==> config.mk <==
export PLATFORM = sky130hd
export DESIGN_NAME = store_buffer_flat
export DESIGN_NICKNAME = d
export VERILOG_FILES = /design/src/rtl/store_buffer_pkg.sv /design/src/rtl/store_buffer_if.sv /design/src/rtl/store_buffer.sv /design/src/flat_wrapper.sv
export SDC_FILE = /design/constraint.sdc
export NUM_CORES = 1
export LEC_CHECK = 0
export BUFFER_PORTS_ARGS = -buffer_cell sky130_fd_sc_hd__buf_2
export CORE_MARGIN = 5
export CORE_UTILIZATION = 30
export DETAILED_ROUTE_END_ITERATION = 10
export SETUP_SLACK_MARGIN = 0.3
export SLEW_MARGIN = 10
export SYNTH_ARGS = -nofsm -noshare
export SYNTH_HDL_FRONTEND = slang
export SYNTH_SLANG_ARGS = --single-unit
==> constraint.sdc <==
create_clock -name clk -period 3.2 [get_ports clk]
set_input_delay 0.32 -clock clk [delete_from_list [all_inputs] [get_ports clk]]
set_output_delay 0.32 -clock clk [all_outputs]
set_load 0.02 [all_outputs]
==> src/rtl/store_buffer_pkg.sv <==
`default_nettype none
// ============================================================================
// Module      : store_buffer_pkg
// Description : Shared types for the store buffer: data word, byte-enable
//               mask and the store-buffer entry record.
// Revision    : 1.0 - initial release
// ============================================================================
package store_buffer_pkg;

  typedef logic [31:0] word_t;
  typedef logic [3:0]  m_wen_t;

  // One pending store: word address, lane enables, lane-positioned data.
  typedef struct packed {
    logic [29:0] addr;
    m_wen_t      en;
    word_t       wd;
  } sb_entry_t;

endpackage : store_buffer_pkg
`default_nettype wire

==> src/rtl/store_buffer_if.sv <==
`default_nettype none
// ============================================================================
// Module      : store_buffer_if
// Description : Push, drain and load-query signal bundle of the store buffer.
//               The slave modport is the buffer's view; master is the
//               pipeline/bus side.
// Revision    : 1.0 - initial release
// ============================================================================
interface store_buffer_if;
  import store_buffer_pkg::*;

  // Push side (memory stage)
  logic   push_valid;
  logic   push_ready;
  word_t  push_addr;
  m_wen_t push_en;
  word_t  push_wd;

  // Drain side (data bus)
  logic   dreq_valid;
  logic   dreq_ready;
  word_t  dreq_addr;
  m_wen_t dreq_en;
  word_t  dreq_wd;

  // Load overlap query
  logic   ld_valid;
  word_t  ld_addr;
  m_wen_t ld_en;
  logic   ld_conflict;

  modport slave (
    input  push_valid, push_addr, push_en, push_wd,
    output push_ready,
    output dreq_valid, dreq_addr, dreq_en, dreq_wd,
    input  dreq_ready,
    input  ld_valid, ld_addr, ld_en,
    output ld_conflict
  );

  modport master (
    output push_valid, push_addr, push_en, push_wd,
    input  push_ready,
    input  dreq_valid, dreq_addr, dreq_en, dreq_wd,
    output dreq_ready,
    output ld_valid, ld_addr, ld_en,
    input  ld_conflict
  );

endinterface : store_buffer_if
`default_nettype wire

==> src/rtl/store_buffer.sv <==
`default_nettype none
// ============================================================================
// Module      : store_buffer
// Description : In-order FIFO of aligned pending stores drained to the data
//               bus, with a combinational load/store overlap detector.
// Revision    : 1.0 - initial release
// ============================================================================
module store_buffer
  import store_buffer_pkg::*;
#(
  parameter  int DEPTH = 4,
  localparam int PTR_W = $clog2(DEPTH)
) (
  input  wire logic       clk,
  input  wire logic       resetn,
  store_buffer_if.slave   sb,
  output logic [PTR_W:0]  count,
  output logic            empty
);

  localparam logic [PTR_W:0] FULL_COUNT = (PTR_W+1)'(DEPTH);

  logic [PTR_W-1:0] head_q,  head_d;
  logic [PTR_W-1:0] tail_q,  tail_d;
  logic [PTR_W:0]   count_q, count_d;
  logic [DEPTH-1:0] valid_q, valid_d;
  sb_entry_t        entries_q [DEPTH];

  logic             push_fire;
  logic             pop_fire;
  logic [DEPTH-1:0] hit;
  sb_entry_t        head_entry;

  // Byte-offset bits are meaningless for word-granular stores and loads.
  logic unused_addr_lsbs;
  assign unused_addr_lsbs = ^{sb.push_addr[1:0], sb.ld_addr[1:0]};

  // Occupancy and handshake decode. push_ready looks only at registered
  // state so the bus-side ready never reaches the push side combinationally.
  assign count         = count_q;
  assign empty         = (count_q == '0);
  assign sb.push_ready = resetn && (count_q < FULL_COUNT);
  assign sb.dreq_valid = !empty;
  assign push_fire     = sb.push_valid && sb.push_ready && (sb.push_en != '0);
  assign pop_fire      = sb.dreq_valid && sb.dreq_ready;

  assign head_entry    = entries_q[head_q];
  assign sb.dreq_addr  = {head_entry.addr, 2'b00};
  assign sb.dreq_en    = head_entry.en;
  assign sb.dreq_wd    = head_entry.wd;

  // Next-state for pointers, occupancy count and entry valid bits.
  always_comb begin
    head_d  = head_q;
    tail_d  = tail_q;
    count_d = count_q;
    valid_d = valid_q;
    // Push and pop never target the same slot: that needs count 0 or DEPTH,
    // where one of the two is blocked.
    if (pop_fire) begin
      valid_d[head_q] = 1'b0;
      head_d          = head_q + PTR_W'(1);
    end
    if (push_fire) begin
      valid_d[tail_q] = 1'b1;
      tail_d          = tail_q + PTR_W'(1);
    end
    if (push_fire && !pop_fire) begin
      count_d = count_q + (PTR_W+1)'(1);
    end else if (pop_fire && !push_fire) begin
      count_d = count_q - (PTR_W+1)'(1);
    end
  end

  // Control state register; reset drops every pending entry at once.
  always_ff @(posedge clk or negedge resetn) begin
    if (!resetn) begin
      head_q  <= '0;
      tail_q  <= '0;
      count_q <= '0;
      valid_q <= '0;
    end else begin
      head_q  <= head_d;
      tail_q  <= tail_d;
      count_q <= count_d;
      valid_q <= valid_d;
    end
  end

  // Entry payload storage; validity is tracked separately, so no reset.
  always_ff @(posedge clk) begin
    if (push_fire) begin
      entries_q[tail_q] <= '{addr: sb.push_addr[31:2], en: sb.push_en, wd: sb.push_wd};
    end
  end

  // Per-entry overlap comparators; only already-stored entries participate.
  for (genvar gi = 0; gi < DEPTH; gi++) begin : g_cmp
    assign hit[gi] = valid_q[gi]
                  && (entries_q[gi].addr == sb.ld_addr[31:2])
                  && ((entries_q[gi].en & sb.ld_en) != '0);
  end

  assign sb.ld_conflict = sb.ld_valid && (|hit);

endmodule : store_buffer
`default_nettype wire

==> src/flat_wrapper.sv <==
// flat-port wrapper written by rule: the top's interface ports become plain ports
module store_buffer_flat import store_buffer_pkg::*;
#(
  parameter  int DEPTH = 4,
  localparam int PTR_W = $clog2(DEPTH)
)
  (clk, resetn, count, empty, sb_push_valid, sb_push_addr, sb_push_en, sb_push_wd, sb_push_ready, sb_dreq_valid, sb_dreq_addr, sb_dreq_en, sb_dreq_wd, sb_dreq_ready, sb_ld_valid, sb_ld_addr, sb_ld_en, sb_ld_conflict);
  store_buffer_if sb_i ();
  input  wire logic clk;
  input  wire logic resetn;
  output logic [PTR_W:0] count;
  output logic empty;
  input wire logic [$bits(sb_i.push_valid)-1:0] sb_push_valid;
  input wire logic [$bits(sb_i.push_addr)-1:0] sb_push_addr;
  input wire logic [$bits(sb_i.push_en)-1:0] sb_push_en;
  input wire logic [$bits(sb_i.push_wd)-1:0] sb_push_wd;
  output wire logic [$bits(sb_i.push_ready)-1:0] sb_push_ready;
  output wire logic [$bits(sb_i.dreq_valid)-1:0] sb_dreq_valid;
  output wire logic [$bits(sb_i.dreq_addr)-1:0] sb_dreq_addr;
  output wire logic [$bits(sb_i.dreq_en)-1:0] sb_dreq_en;
  output wire logic [$bits(sb_i.dreq_wd)-1:0] sb_dreq_wd;
  input wire logic [$bits(sb_i.dreq_ready)-1:0] sb_dreq_ready;
  input wire logic [$bits(sb_i.ld_valid)-1:0] sb_ld_valid;
  input wire logic [$bits(sb_i.ld_addr)-1:0] sb_ld_addr;
  input wire logic [$bits(sb_i.ld_en)-1:0] sb_ld_en;
  output wire logic [$bits(sb_i.ld_conflict)-1:0] sb_ld_conflict;
  assign sb_i.push_valid = sb_push_valid;
  assign sb_i.push_addr = sb_push_addr;
  assign sb_i.push_en = sb_push_en;
  assign sb_i.push_wd = sb_push_wd;
  assign sb_push_ready = sb_i.push_ready;
  assign sb_dreq_valid = sb_i.dreq_valid;
  assign sb_dreq_addr = sb_i.dreq_addr;
  assign sb_dreq_en = sb_i.dreq_en;
  assign sb_dreq_wd = sb_i.dreq_wd;
  assign sb_i.dreq_ready = sb_dreq_ready;
  assign sb_i.ld_valid = sb_ld_valid;
  assign sb_i.ld_addr = sb_ld_addr;
  assign sb_i.ld_en = sb_ld_en;
  assign sb_ld_conflict = sb_i.ld_conflict;
  store_buffer #(.DEPTH(DEPTH)) u_core (.clk(clk), .resetn(resetn), .sb(sb_i), .count(count), .empty(empty));
endmodule
==> metrics.csv, run 1 <==
metric;value;unit
power.total;11.2;mW
place_area;13200;sq um
power_leakage;5.00;nW
fillerInstances;3561;
cts_root_buf;clkbuf_16;
outcome;complete, no violations;
finalCriticalPeriod;2.82;ns
min_path_type;in2async;
crit_arrival;2.50;ns
synthTopCellsByArea;edfxtp_1, mux4_2, xnor2_1;
vias_per_cell;4.61;
dp_slack;0.698;ns
grt_pass1_vias;7013;
syn_inst;608;
firstDrtPassIters;4;
cts_htree_levels;1;
hold_violations;0;
cts_made_buffers;31;
postRouteAntennaNets;0;
cp.required;2.88;ns
maxCapViolations;0;
yosysSeqAreaShare;0.704;
synth_cell_types;32;
post-route-util;0.384;
grt_max_degree;40;
cts_max_path_buffers;3;
initialDrtViolationCount;308;
tritoncts;done;
end_kind;output pin;
cpPeakStageDelay;0.49;ns
yosys.area.top_type;edfxtp_1;
reg2reg_depth;9;
antenna_found_initial;3;
area_delta_synth_final;27.1;%
finalSetupViolCount;0;
peakVddDrop;0.000458;V
finalNetCount;974;
synth_top_area_share;0.680;
path_cells;xnor2_1 -> nand4_1 -> nor4_1 -> nand3_1 -> a41oi_1 -> buf_2;
startpoint_type;register;
wl_per_cell;21.4;microns
wl;29800;microns
skew;0.0227;ns
worstReg2RegEnd;u_core.count[2];
power_density;755;nW/um^2
dp_hpwl;21000;microns
grt-ovfl-total;0;
timing.final.ws_setup;0.382;ns
ys_ff_latch;275;
grt_pass1_wl;45200;microns
die-area;42900;sq um
timing.hold.ws;0.155;ns
period_share;0.881;
dp_cells;1273;
relSlewSlack;0.539;
cts.reportedPaths.clkPinSlew;0.06;ns
achievable-frequency;355;MHz
port_buffers;177;
synth_ff_type;edfxtp_1;
initial_core_util;0.302;
fin_setup_tns;0;ns
avgSynthCellArea;19.2;sq um
vias;6426;
finalInstanceArea;14800;sq um
synth_edf_count;264;
die_h;207;microns
antenna_cells;0;
crit_fanout;2;
drv_slew;0;
gp_congestion;0.840;
r2r_slack;0.89;ns
crit_type;reg2out;
async_reset_ff_frac;0.0400;
coreArea;38600;sq um
synth.cell_area;11700;sq um
yosysWarnings;0;
rsz0062_at_grt;no;
r2r_start;u_core.count[0];
cp_slowest_cell;nor4_1;
fp-row-count;72;
drc;0;
top_level_ports;184;
cts_num_sinks;275;
track_usage;0.137;
drive_gt1_frac;0.356;
dieWidth;207;microns
clk_latency;0.57;ns
tightest_slew;0.691;ns
layout.cells.non_filler;1395;
where the power goes:
| part | internal, mW | switching, mW | total (mW) |
|---|---|---|---|
| Sequential | 4.28 | 0.311 | 4.59 |
| Clock | 1.85 | 1.39 | 3.24 |
| Combinational | 1.47 | 1.88 | 3.35 |
synth_stat cells, types with 5 or more instances:
library cell  instances
dfrtp_1              11
xnor2_1             111
mux4_2               66
buf_2                 5
buf_4                 5
inv_1                 8
nand2_1               6
clkbuf_1             33
nor4_1                8
edfxtp_1            264
nand4_1              28
xor2_1               14
ha_1                  9
state kept, by name, summed over array words and instances (netlist names):
| name | count |
|---|---|
| u_core.head_q | 2 |
| u_core.count | 3 |
| u_core.valid_q | 4 |
| u_core.tail_q | 2 |
| u_core.entries_q | 264 |
worst max-delay path, delay by kind of cell, from the launching register on:
family	cells	cell delay (ns)
buffers and inverters	1	0.22
AO/OA/AOI/OAI	1	0.28
AND/OR/NAND/NOR	3	0.85
flip-flops	1	0.41
XOR/XNOR	1	0.18
cell type report:
class | count | area [sq um] | area share
flip-flops and latches | 275 | 8210 | 0.555
clock buffers | 39 | 806 | 0.0544
inverters | 8 | 30.0 | 0.00203
multi-input cells | 279 | 3240 | 0.219
repair buffers | 260 | 1750 | 0.118
clock inverters | 16 | 118 | 0.00794
well taps | 518 | 648 | 0.0438
worst max-delay path by stage:
stage                       startpoint               to  cells after the start
6_report       u_core.entries_q[3][37]   sb_ld_conflict                      6
5_1_grt               u_core.head_q[0]   sb_dreq_wd[27]                      3
4_1_cts               u_core.head_q[0]   sb_dreq_wd[27]                      3
3_5_place_dp             sb_push_en[1]  u_core.count[1]                      7
3_3_place_gp             sb_push_en[1]  u_core.count[1]                      7
2_1_floorplan          u_core.count[0]  u_core.count[2]                     10
cell families (layout without fill, tap and decap cells):
family,Yosys count,count (layout),share of synthesized area
adder cells (fa/ha/maj),10,10,0.0114
buffers and inverters,55,323,0.0205
flip-flops,275,275,0.704
multiplexers,67,67,0.129
AND/OR/NAND/NOR,60,60,0.0310
AO/OA/AOI/OAI,15,15,0.0102
XOR/XNOR,125,125,0.0940
other,1,2,0.000322
routing by layer:
layer / part of all wire / GRT usage / vias to the layer above
li1: - / - / 2879
met1: 0.42 / 0.182 / 3257
met2: 0.48 / 0.224 / 237
met3: 0.083 / 0.0443 / 47
met4: 0.017 / 0.0237 / 6
met5: 0.0011 / 0 / -
repair_timing:
action / CTS / global route
resized for setup: 2 / 2
endpoints found under the setup margin: 1 / 1
hold endpoints to repair: 275 / 0
hold buffers: 67 / 0
setup buffers: 0 / 0
layout by cell type (no fill, tap or decap), drive strengths merged, types with 4 or more instances in the layout:
cell and count:
and2 5, dlygate4sd3 67, a22o 4, nor4 8, mux4 66, clkinvlp 5
a21o 4, edfxtp 264, clkbuf 39, xor2 14, nand2 6, a221oi 4
nand4 28, nor3 4, inv 9, buf 193, nand3 4, clkinv 9
ha 9, dfrtp 11, xnor2 111
(Power assumes the default switching activity.)
==> run 2: changes to the inputs <==
--- a/config.mk
+++ b/config.mk
@@ -9,6 +9,7 @@
 export CORE_MARGIN = 5
 export CORE_UTILIZATION = 30
 export DETAILED_ROUTE_END_ITERATION = 10
+export PLACE_DENSITY = 0.54
 export SETUP_SLACK_MARGIN = 0.3
 export SLEW_MARGIN = 10
 export SYNTH_ARGS = -nofsm -noshare
==> run 2 against run 1 <==
Clock skew down 0.014 ns. Sequential cell count unchanged. Non-clock buffer count unchanged. Sequential share of layout area down 0.21 points. First-iteration DRC count up 10%. Combinational power up 2%. Register-to-register slack worse by 0.02 ns. Routed wire length down 0.19%. Cell count down 0.36%. Sequential power down 1%. Via count down 2.2%.
==> metrics.csv, run 2 (synthesized netlist as in run 1, its figures left out) <==
metric;value;unit
power.total;11.2;mW
regMostFlops;u_core.entries_q;
tightest_slew;0.804;ns
final_common_cell;edfxtp_1;
finalInstanceArea;14900;sq um
maxCapViolations;0;
finalCriticalPeriod;2.76;ns
outcome;complete, no violations;
grt-ovfl-total;0;
path_buf_inv;1;
drive_gt1_frac;0.357;
port_buffers;177;
wl_per_cell;21.4;microns
antenna_found_initial;4;
gp_congestion;0.828;
top_level_ports;184;
grt.met2_usage;0.223;
drv_slew;0;
power_leakage;5.03;nW
vias_per_cell;4.52;
finalNetCount;973;
tritoncts;done;
grt_pass1_vias;6875;
crit_type;reg2out;
vias;6283;
peakVddDrop;0.000604;V
cp.required;2.88;ns
dieWidth;207;microns
finalSetupViolCount;0;
period_share;0.864;
cts_root_buf;clkbuf_16;
path_cells;xnor2_1 -> nand4_1 -> nor4_2 -> nand3_1 -> a41oi_1 -> buf_2;
cts.reportedPaths.clkPinSlew;0.06;ns
cts_htree_levels;1;
fp-row-count;72;
comb_power_share;0.304;
min_path_type;in2async;
layout.cells.non_filler;1390;
die-area;42900;sq um
firstDrtPassIters;5;
cp_top_family;simple AND/OR/NAND/NOR gates;
crit_fanout;2;
power_density;757;nW/um^2
coreArea;38600;sq um
relSlewSlack;0.464;
timing.hold.ws;0.188;ns
end_kind;output pin;
dp_hpwl;20900;microns
hold_violations;0;
cpPeakStageDelay;0.40;ns
achievable-frequency;362;MHz
cts_num_sinks;275;
pwr-share-clk;0.292;
clk_latency;0.55;ns
busiest_layer;met2;
grt_max_degree;45;
startpoint_type;register;
rsz0062_at_grt;no;
p_seq_frac;0.404;
swShare;0.310;
intPower;7.76;mW
cts_max_path_buffers;3;
post_cts_buffers;0;
postRouteAntennaNets;0;
place_area;13200;sq um
largest_register_ffs;264;
track_usage;0.135;
cts_made_buffers;30;
fin_setup_tns;0;ns
initialDrtViolationCount;339;
dp_cells;1273;
switching_power;3.49;mW
use_met3;0.0430;
layout_common_cells;edfxtp_1, buf_2, xnor2_1;
grt_use_met1;0.178;
grt_pass1_wl;44600;microns
area_delta_synth_final;27.5;%
cp_slowest_cell;edfxtp_1;
wl;29800;microns
die_h;207;microns
crit_arrival;2.44;ns
initial_core_util;0.302;
skew;0.00906;ns
drc;0;
## run 2: cell count changes in the layout (fill, tap and decap cells not counted), moves of 2 or more
cell / delta
clkinvlp_4: -5
nor4_1: -3
nor4_2: +3
buf_12: +2
buf_4: -2
bufinv_16: +2
## run 2: stage by stage
step                utilization  setup slack [ns]
floorplan                     -             0.717
global placement          0.343             0.693
detailed placement        0.343             0.659
CTS                       0.384             0.335
global route              0.385             0.302
finish                    0.385             0.437
## run 2: final timing paths
kind | slack, ns | to | cells past startpoint | startpoint
setup / recovery | 0.44 | sb_ld_conflict | 6 | u_core.entries_q[1][52]
hold / removal | 0.19 | u_core.count[0] | 2 | resetn
setup reg to reg | 0.87 | u_core.count[2] | 9 | u_core.count[0]
hold reg to reg | 0.49 | u_core.valid_q[3] | 1 | u_core.valid_q[3]
max in group asynchronous | 2.75 | u_core.head_q[1] | 2 | resetn
min in group clk | 0.30 | u_core.head_q[0] | 3 | sb_dreq_ready
## run 2: what timing repair did
action,CTS,global route
gates cloned,0,0
hold endpoints to repair,275,0
setup endpoints to repair,1,1
gates resized for setup,1,7
hold buffers,67,0
## run 2: layout make-up
type	instances	area [sq um]
diodes	1	2.50
clock inverters	10	119
clock buffers	39	806
flip-flops and latches	275	8210
inverters	8	30.0
multi-input cells	279	3270
well taps	518	648
fillers	3626	23700
repair buffers	260	1780
## run 2: metal layers
metal | routed length (microns) | vias to the layer above | share of wire
met5 | 45 | - | 0.0015
met2 | 14400 | 195 | 0.48
met1 | 12600 | 3161 | 0.42
met3 | 2190 | 44 | 0.074
met4 | 499 | 6 | 0.017
li1 | - | 2877 | -
## run 2: power by group through the flow
stage               Combinational (mW)  Sequential, mW  Clock [mW]
floorplan                         2.33            4.47           0
global placement                  3.42            4.62           0
global route                      3.66            4.59        3.54
CTS                               3.51            4.56        3.38
finish                            3.42            4.54        3.29
detailed placement                3.43            4.63           0
==> run 3: changes to the inputs <==
--- a/config.mk
+++ b/config.mk
@@ -8,9 +8,9 @@
 export BUFFER_PORTS_ARGS = -buffer_cell sky130_fd_sc_hd__buf_2
 export CORE_MARGIN = 5
 export CORE_UTILIZATION = 30
+export CTS_CLUSTER_SIZE = 12
 export DETAILED_ROUTE_END_ITERATION = 10
 export PLACE_DENSITY = 0.54
-export SETUP_SLACK_MARGIN = 0.3
 export SLEW_MARGIN = 10
 export SYNTH_ARGS = -nofsm -noshare
 export SYNTH_HDL_FRONTEND = slang
==> constraint.sdc (replaced) <==
create_clock -name clk -period 3 [get_ports clk]
set_input_delay 0.3 -clock clk [delete_from_list [all_inputs] [get_ports clk]]
set_output_delay 0.3 -clock clk [all_outputs]
set_load 0.02 [all_outputs]
==> run 3 against run 2 <==
Clock-buffer cell count increased by 1. Register-to-register slack worse by 0.21 ns. Clock skew is 0.0027 ns lower. Hold slack lost 0.021 ns. Worst setup slack got worse by 0.43 ns.
==> metrics.csv, run 3 (synthesized netlist as in run 1, its figures left out) <==
metric;value;unit
drv_slew;0;
fin_setup_tns;0;ns
cts_root_buf;clkbuf_16;
vias;6343;
cts_max_path_buffers;3;
multi_input_area;3210;sq um
maxCapViolations;0;
drc;0;
initial_core_util;0.302;
outcome;complete, no violations;
postRouteAntennaNets;0;
largest_register_ffs;264;
track_usage;0.140;
post-route-util;0.386;
tritoncts;done;
fp-row-count;72;
power_density;812;nW/um^2
cts_made_buffers;31;
min_path_type;in2async;
rsz0062_at_grt;no;
fillerInstances;3595;
startpoint_type;register;
grt-ovfl-total;0;
final_common_cell;edfxtp_1;
area_delta_synth_final;27.8;%
relSlewSlack;0.597;
achievable-frequency;335;MHz
finalNetCount;977;
end_kind;output pin;
crit_arrival;2.69;ns
drive_gt1_frac;0.350;
top_level_ports;184;
initialDrtViolationCount;400;
die_h;207;microns
wl_per_cell;21.7;microns
clk_latency;0.56;ns
tightest_slew;0.599;ns
coreArea;38600;sq um
skew;0.00635;ns
hold_violations;0;
die-area;42900;sq um
finalSetupViolCount;0;
regArea;8210;sq um
port_buffers;177;
regMostFlops;u_core.entries_q;
peakVddDrop;0.000544;V
cts.reportedPaths.clkPinSlew;0.06;ns
firstDrtPassIters;4;
grt_pass1_wl;45900;microns
finalCriticalPeriod;2.99;ns
wl;30400;microns
layout_common_cells;edfxtp_1, buf_2, xnor2_1;
dieWidth;207;microns
crit_fanout;2;
cts_num_sinks;275;
grt_max_degree;39;
gp_congestion;0.807;
dp_hpwl;21500;microns
cp.required;2.70;ns
grt_pass1_vias;6900;
antenna_found_initial;3;
period_share;0.996;
power_leakage;5.05;nW
crit_type;reg2out;
vias_per_cell;4.53;
cts_htree_levels;1;
## run 3: repair_timing
item	in CTS	in global routing
gates resized for setup	0	0
hold buffers	67	0
endpoints found under the hold margin	275	0
setup buffers	0	0
## run 3: final timing paths
kind                                    startpoint                 to  slack [ns]  depth (start not counted)
setup / recovery           u_core.entries_q[0][63]     sb_ld_conflict        0.01                          6
hold / removal                              resetn    u_core.count[2]        0.17                          2
setup reg to reg                   u_core.count[0]    u_core.count[2]        0.66                          9
hold reg to reg                  u_core.valid_q[3]  u_core.valid_q[3]        0.50                          1
max in group asynchronous                   resetn   u_core.head_q[0]        2.57                          2
min in group clk                     sb_dreq_ready   u_core.head_q[0]        0.26                          3
## run 3: worst max-delay path, cell delays in order (launching register included)
cell and delay, ns:
edfxtp_1 0.40, xnor2_1 0.36, nand4_1 0.14, nor4_1 0.58
nand3_1 0.15, a41oi_1 0.27, buf_2 0.23
## run 3: through the flow
stage / hold WS [ns] / area (sq um) / instances / worst slack [ns] / power, mW
floorplan: 0.00441 / 11700 / 609 / 0.517 / 7.25
global placement: 0.207 / 13300 / 1276 / 0.515 / 8.60
detailed placement: 0.208 / 13300 / 1276 / 0.484 / 8.60
CTS: 0.144 / 14900 / 1399 / 0.0205 / 12.3
global route: 0.174 / 14900 / 1399 / 0.0213 / 12.7
finish: 0.167 / 14900 / 1400 / 0.0107 / 12.1
## run 3: metal layers
metal  share of wire  wire length [microns]  global-route usage  vias to the layer above
met5          0.0011                     33                   0                        -
met4           0.021                    634              0.0269                        6
met3           0.080                   2430              0.0421                       50
met2            0.47                  14400               0.225                      205
met1            0.42                  12900               0.190                     3200
li1                -                      -                   -                     2882
## run 3: layout make-up
cell class | instances | share of cell area
multi-input combinational | 279 | 0.216
timing repair buffer | 263 | 0.123
antenna | 1 | 0.000168
inverter | 8 | 0.00202
clock buffer | 40 | 0.0544
tap | 518 | 0.0435
clock inverter | 16 | 0.00992
sequential | 275 | 0.552
## run 3: report_power, final
part	total, mW	switching, mW	internal, mW
combinational	3.69	2.09	1.60
sequential	4.80	0.237	4.56
clock	3.60	1.46	2.14
total	12.1	3.78	8.30
